### src/rtl/pad_gpio_pkg.sv
// pad_gpio_pkg: register indices and bus width shared by the GPIO controller files
package pad_gpio_pkg;
    localparam int DATA_W = 32;
    localparam logic [2:0] GPIO_OUT_IDX    = 3'd0;
    localparam logic [2:0] GPIO_OE_IDX     = 3'd1;
    localparam logic [2:0] GPIO_IN_IDX     = 3'd2;
    localparam logic [2:0] GPIO_IEN_IDX    = 3'd3;
    localparam logic [2:0] GPIO_RISE_IDX   = 3'd4;
    localparam logic [2:0] GPIO_FALL_IDX   = 3'd5;
    localparam logic [2:0] GPIO_PEND_IDX   = 3'd6;
    localparam logic [2:0] GPIO_DEBTHR_IDX = 3'd7;
endpackage

### src/rtl/pad_gpio_ctrl_if.sv
// pad_gpio_ctrl_if: peripheral register bus between the SoC and the GPIO controller
interface pad_gpio_ctrl_if;
    import pad_gpio_pkg::*;
    logic              reg_wr_i;
    logic [2:0]        reg_addr_i;
    logic [DATA_W-1:0] reg_wdata_i;
    logic [DATA_W-1:0] reg_rdata_o;
    modport master (output reg_wr_i, reg_addr_i, reg_wdata_i, input reg_rdata_o);
    modport slave  (input reg_wr_i, reg_addr_i, reg_wdata_i, output reg_rdata_o);
endinterface

### src/rtl/pad_gpio_deb.sv
// pad_gpio_deb: per-pin synchroniser, debounce filter and edge events for one pad input
module pad_gpio_deb #(
    parameter int DEB_W = 8
) (
    input  logic             clk_i,
    input  logic             rst_i,
    input  logic             p2c_i,
    input  logic [DEB_W-1:0] thr_i,
    output logic             stable_o,
    output logic             rise_o,
    output logic             fall_o
);
    logic             s1_q, s2_q, stable_q, stable_d;
    logic [DEB_W-1:0] cnt_q, cnt_d;
    logic [DEB_W:0]   cnt_inc, thr_eff;
    logic             diff, commit;
    // A threshold of 0 behaves as 1; the extra bit keeps cnt+1 from wrapping before commit
    always_comb begin
        thr_eff  = (thr_i == '0) ? (DEB_W+1)'(1) : {1'b0, thr_i};
        cnt_inc  = {1'b0, cnt_q} + (DEB_W+1)'(1);
        diff     = s2_q ^ stable_q;
        commit   = diff && (cnt_inc >= thr_eff);
        stable_d = commit ? s2_q : stable_q;
        cnt_d    = (!diff || commit) ? '0 : cnt_inc[DEB_W-1:0];
    end
    always_ff @(posedge clk_i or posedge rst_i) begin
        if (rst_i) begin
            s1_q     <= 1'b0;
            s2_q     <= 1'b0;
            stable_q <= 1'b0;
            cnt_q    <= '0;
        end else begin
            s1_q     <= p2c_i;
            s2_q     <= s1_q;
            stable_q <= stable_d;
            cnt_q    <= cnt_d;
        end
    end
    assign stable_o = stable_q;
    assign rise_o   = commit & s2_q & ~stable_q;
    assign fall_o   = commit & ~s2_q & stable_q;
endmodule

### src/rtl/pad_gpio_ctrl.sv
// pad_gpio_ctrl: GPIO register file driving tri-state pads, with debounced inputs and edge interrupts
module pad_gpio_ctrl
    import pad_gpio_pkg::*;
#(
    parameter int GPIO_NUM = 8,
    parameter int DEB_W    = 8
) (
    input  logic                clk_i,
    input  logic                rst_i,
    pad_gpio_ctrl_if.slave      bus,
    output logic [GPIO_NUM-1:0] gpio_c2p_o,
    output logic [GPIO_NUM-1:0] gpio_c2p_en_o,
    input  logic [GPIO_NUM-1:0] gpio_p2c_i,
    output logic                irq_o
);
    logic [GPIO_NUM-1:0] out_q, out_d, oe_q, oe_d, ien_q, ien_d;
    logic [GPIO_NUM-1:0] rise_q, rise_d, fall_q, fall_d, pend_q, pend_d;
    logic [DEB_W-1:0]    debthr_q, debthr_d;
    logic [GPIO_NUM-1:0] in_w, rise_ev, fall_ev, wd;
    logic [7:0]          sel;
    logic [DATA_W-1:0]   rdata;
    for (genvar i = 0; i < GPIO_NUM; i++) begin : g_pin
        pad_gpio_deb #(.DEB_W(DEB_W)) u_deb (
            .clk_i    (clk_i),
            .rst_i    (rst_i),
            .p2c_i    (gpio_p2c_i[i]),
            .thr_i    (debthr_q),
            .stable_o (in_w[i]),
            .rise_o   (rise_ev[i]),
            .fall_o   (fall_ev[i])
        );
    end
    // Set term is OR-ed after the W1C mask so a simultaneous event wins over the clear
    always_comb begin
        wd       = bus.reg_wdata_i[GPIO_NUM-1:0];
        sel      = bus.reg_wr_i ? (8'd1 << bus.reg_addr_i) : 8'd0;
        out_d    = sel[GPIO_OUT_IDX]  ? wd : out_q;
        oe_d     = sel[GPIO_OE_IDX]   ? wd : oe_q;
        ien_d    = sel[GPIO_IEN_IDX]  ? wd : ien_q;
        rise_d   = sel[GPIO_RISE_IDX] ? wd : rise_q;
        fall_d   = sel[GPIO_FALL_IDX] ? wd : fall_q;
        pend_d   = (pend_q & ~(sel[GPIO_PEND_IDX] ? wd : '0)) | (rise_ev & rise_q) | (fall_ev & fall_q);
        debthr_d = sel[GPIO_DEBTHR_IDX] ? bus.reg_wdata_i[DEB_W-1:0] : debthr_q;
    end
    always_ff @(posedge clk_i or posedge rst_i) begin
        if (rst_i) begin
            out_q    <= '0;
            oe_q     <= '0;
            ien_q    <= '0;
            rise_q   <= '0;
            fall_q   <= '0;
            pend_q   <= '0;
            debthr_q <= '0;
        end else begin
            out_q    <= out_d;
            oe_q     <= oe_d;
            ien_q    <= ien_d;
            rise_q   <= rise_d;
            fall_q   <= fall_d;
            pend_q   <= pend_d;
            debthr_q <= debthr_d;
        end
    end
    always_comb begin
        rdata = '0;
        case (bus.reg_addr_i)
            GPIO_OUT_IDX:    rdata[GPIO_NUM-1:0] = out_q;
            GPIO_OE_IDX:     rdata[GPIO_NUM-1:0] = oe_q;
            GPIO_IN_IDX:     rdata[GPIO_NUM-1:0] = in_w;
            GPIO_IEN_IDX:    rdata[GPIO_NUM-1:0] = ien_q;
            GPIO_RISE_IDX:   rdata[GPIO_NUM-1:0] = rise_q;
            GPIO_FALL_IDX:   rdata[GPIO_NUM-1:0] = fall_q;
            GPIO_PEND_IDX:   rdata[GPIO_NUM-1:0] = pend_q;
            GPIO_DEBTHR_IDX: rdata[DEB_W-1:0]    = debthr_q;
        endcase
    end
    assign bus.reg_rdata_o = rdata;
    assign gpio_c2p_o      = out_q;
    assign gpio_c2p_en_o   = oe_q;
    assign irq_o           = |(pend_q & ien_q);
endmodule

### src/flat_wrapper.sv
// flat-port wrapper written by rule: the top's interface ports become plain ports
module pad_gpio_ctrl_flat import pad_gpio_pkg::*;
#(
    parameter int GPIO_NUM = 8,
    parameter int DEB_W    = 8
)
  (clk_i, rst_i, gpio_c2p_o, gpio_c2p_en_o, gpio_p2c_i, irq_o, bus_reg_wr_i, bus_reg_addr_i, bus_reg_wdata_i, bus_reg_rdata_o);
  pad_gpio_ctrl_if bus_i ();
  input  logic clk_i;
  input  logic rst_i;
  output logic [GPIO_NUM-1:0] gpio_c2p_o;
  output logic [GPIO_NUM-1:0] gpio_c2p_en_o;
  input  logic [GPIO_NUM-1:0] gpio_p2c_i;
  output logic irq_o;
  input wire logic [$bits(bus_i.reg_wr_i)-1:0] bus_reg_wr_i;
  input wire logic [$bits(bus_i.reg_addr_i)-1:0] bus_reg_addr_i;
  input wire logic [$bits(bus_i.reg_wdata_i)-1:0] bus_reg_wdata_i;
  output wire logic [$bits(bus_i.reg_rdata_o)-1:0] bus_reg_rdata_o;
  assign bus_i.reg_wr_i = bus_reg_wr_i;
  assign bus_i.reg_addr_i = bus_reg_addr_i;
  assign bus_i.reg_wdata_i = bus_reg_wdata_i;
  assign bus_reg_rdata_o = bus_i.reg_rdata_o;
  pad_gpio_ctrl #(.GPIO_NUM(GPIO_NUM), .DEB_W(DEB_W)) u_core (.clk_i(clk_i), .rst_i(rst_i), .bus(bus_i), .gpio_c2p_o(gpio_c2p_o), .gpio_c2p_en_o(gpio_c2p_en_o), .gpio_p2c_i(gpio_p2c_i), .irq_o(irq_o));
endmodule
### config.mk
export PLATFORM = sky130hd
export DESIGN_NAME = pad_gpio_ctrl_flat
export DESIGN_NICKNAME = d
export VERILOG_FILES = /design/src/rtl/pad_gpio_pkg.sv /design/src/rtl/pad_gpio_ctrl_if.sv /design/src/rtl/pad_gpio_deb.sv /design/src/rtl/pad_gpio_ctrl.sv /design/src/flat_wrapper.sv
export SDC_FILE = /design/constraint.sdc
export NUM_CORES = 1
export LEC_CHECK = 0
export CORE_ASPECT_RATIO = 1.75
export CORE_UTILIZATION = 52
export DETAILED_ROUTE_END_ITERATION = 6
export GPL_TIMING_DRIVEN = 0
export PLACE_DENSITY = 0.78
export SLEW_MARGIN = 0
export SYNTH_ARGS = -nofsm -noshare
export SYNTH_HDL_FRONTEND = slang
export SYNTH_SLANG_ARGS = --single-unit
export TNS_END_PERCENT = 30
### constraint.sdc
create_clock -name clk_i -period 5.5 [get_ports clk_i]
set_input_delay 1.375 -clock clk_i [delete_from_list [all_inputs] [get_ports clk_i]]
set_output_delay 1.375 -clock clk_i [all_outputs]
set_load 0.01 [all_outputs]
==> results.cfg <==
[outcome]
outcome = complete, no violations

[pwr]
p_int_uw = 2580
clock_power_share = 0.309
power_frac_seq = 0.380
powerDensity_mw_per_mm2 = 397
ir_drop_mv = 0.294
p_leak_uw = 0.00453
p_switching_uw = 1350
switching_share = 0.344
p_comb_frac = 0.310

[placed_design]
dpl.hpwl_mm = 15.0
place.gp.congestion = 0.948
dpl_cell_area_sq_mm = 0.00928
port_buffers = 46

[timing]
min_period_ns = 5.34
finalCritPeriodShare = 0.970
fmax_mhz = 187
rsz0062_at_grt = false
tightest_slew_ns = 0.834
slew_headroom = 0.442
holdWs_ns = 0.348
skew_ns = 0.00788
setup_tns_ns = 0
finalSetupViolCount = 0
finalHoldViolCount = 0
slew_viol_final = 0

[die]
rows = 61
initial_core_util = 0.533
pin_count = 95
dieArea_sq_mm = 0.0168
core_area_sq_mm = 0.0159
die_y_microns = 171
die_w_microns = 98.5

[clock_tree]
postCtsHoldBufs = 0
post_cts_buffers = 0
ctsResizeCount = 0
tritoncts = yes
cts.sinks = 144
clockBufferDepth = 2
clk_latency_ns = 0.43
cts_max_level = 4
clkTransAtPathRegs_ns = 0.06
cts-root-buf = clkbuf_16
numCtsBuffers = 17

[logic_synthesis]
synth_top_area_cell = dfrtp_1
synth_fa_ha_area_frac = 0.0802
synthMuxAreaShare = 0.0916
yosysSeqAreaShare = 0.426
synth_warnings = 0
synth_commonest_cells = 144 x dfrtp_1, 65 x nand2_1, 61 x nor2_1
syn_area_sq_mm = 0.00847
synth.most_common_cell = dfrtp_1
syn_inst = 819
avgSynthCellArea_sq_um = 10.3
ys_ff_latch = 144
synth_xor_area_frac = 0.0632
synth_compound_area_frac = 0.124
synth_simple_gate_area_frac = 0.165
synth.top_cell.area_share = 0.426
synth_cell_types = 73
synth-main-ff-cell = dfrtp_1
synth_area_leaders = dfrtp_1 43%, ha_1 7.5%, mux2_2 6.6%
synth_edf_count = 0
async_flop_share = 1.00
synth_top_family_by_area = simple AND/OR/NAND/NOR gates

[global_routing]
overflow = 0
grt_pass1_vias = 6585
grtUsageTotal = 0.255
grt_pass1_wl_mm = 32.6
grt_start_max_net_pins = 94
antenna_found_initial = 0

[setup_path]
setup.worst_path.start_class = input pin
crit_chain = clkdlybuf4s50_1 -> buf_2 -> buf_2 -> buf_1 -> nand3_1 -> o311ai_0 -> o21ai_0 -> a21oi_1 -> clkdlybuf4s50_1
slowest_stage = clkdlybuf4s50_1
ff2ff_path_depth = 10
rr_endpoint = u_core.g_pin[7].u_deb.stable_o
r2r_start = u_core.debthr_q[4]
r2r_slack_ns = 1.77
max_stage_delay_ns = 0.56
end_kind = output port
path_delay_family = buffers and inverters
crit_fanout = 10
cp.arrival_ns = 3.96
cp.required_ns = 4.12
crit_type = input pin to output port
path_buf_inv = 5

[routing]
dr.pass1.iters = 7
drt-initial-drc-count = 263
wl_per_cell_microns = 18.5
drc = 0
ant_nets = 0
drt_wl_total_mm = 20.5
vias = 6410
viasPerCell = 5.77

[final_layout]
num_antenna_cells = 0
design_area_sq_mm = 0.00991
fin_nets = 1005
area_growth_pct = 17.0
top_register = u_core.g_pin.u_deb.cnt_q
final_layout_size_suffix_gt1_frac = 0.160
num-fill-cells = 1248
largest_reg_flops = 64

[flow_run]
drv_cap = 0

[min_path]
holdPathEnd = u_core.g_pin[1].u_deb.s2_q
hold_path_startpoint = u_core.g_pin[1].u_deb.s1_q
whs_path_depth = 0
min_path_type = flop to flop
==> cells by family after synthesis <==
group	Yosys count
simple gates	273
flops	144
compound gates	139
buf+inv	82
mux	67
xor+xnor	58
fa+ha+maj	55
other cells	1
==> through the flow <==
| stage | util | setup slack, ns | power, uW | cells |
|---|---|---|---|---|
| global route | 0.624 | 0.00215 | 4140 | 1110 |
| finish | 0.624 | 0.163 | 3930 | 1110 |
| floorplan | - | 0.259 | 2290 | 842 |
| global placement | 0.583 | -1.75 | 2660 | 1077 |
| detailed placement | 0.585 | 0.227 | 2710 | 1078 |
| CTS | 0.624 | 0.207 | 3930 | 1110 |
==> placed cells by master, fill, tap and decap left out, types with 5 or more instances in the layout <==
cell             instances
conb_1                  24
clkdlybuf4s50_1         46
a22o_1                  10
xor2_1                  23
dfrtp_1                144
nor2b_1                 51
buf_4                   25
nand3b_1                 8
ha_1                    51
nand3_1                 32
nand2_1                 65
and3_1                  15
nor2_1                  61
a21oi_1                 16
mux2_2                  50
mux2i_1                 10
a31oi_1                  8
a22oi_1                 11
a221oi_1                 5
clkbuf_16               17
o22ai_1                  8
inv_1                   32
o211ai_1                 7
clkbuf_1                 9
nand2b_1                 9
o21ai_0                 30
buf_2                    9
xnor2_1                 33
==> how the worst max path moves through the flow <==
| stage | start | endpoint | slack (ns) | depth (start not counted) |
|---|---|---|---|---|
| finish | bus_reg_addr_i[2] | bus_reg_rdata_o[6] | 0.16 | 9 |
| global route | bus_reg_addr_i[2] | bus_reg_rdata_o[6] | 0.002 | 9 |
| CTS | bus_reg_addr_i[2] | bus_reg_rdata_o[6] | 0.21 | 9 |
| detailed placement | bus_reg_addr_i[2] | bus_reg_rdata_o[6] | 0.23 | 9 |
| global placement | rst_i | u_core.g_pin[3].u_deb.cnt_q[2] | -1.75 | 2 |
| floorplan | rst_i | u_core.debthr_q[0] | 0.26 | 1 |
==> per-layer routing <==
metal  vias to the layer above  track usage  share of wire
met4                         0        0.170          0.053
met2                       182        0.481           0.54
met1                      3126        0.254           0.38
met5                         -            0              0
li1                       3035            -              -
met3                        67       0.0437          0.034
==> power by group through the flow <==
stage / combinational, uW / clock [uW] / sequential (uW)
6_report: 1220 / 1220 / 1500
5_1_grt: 1350 / 1270 / 1520
4_1_cts: 1220 / 1230 / 1490
3_5_place_dp: 1210 / 0 / 1500
3_3_place_gp: 1160 / 0 / 1500
2_1_floorplan: 852 / 0 / 1440
==> layout make-up <==
cell class | instances | area (sq um) | area share
multi-input cells | 616 | 4530 | 0.457
flip-flops and latches | 144 | 3600 | 0.364
repair buffers | 47 | 488 | 0.0493
clock buffers | 20 | 467 | 0.0471
plain buffers | 48 | 293 | 0.0296
well taps | 189 | 236 | 0.0239
clock inverters | 12 | 156 | 0.0158
inverters | 34 | 133 | 0.0134
No activity file was read; power rests on OpenSTA's default activity.
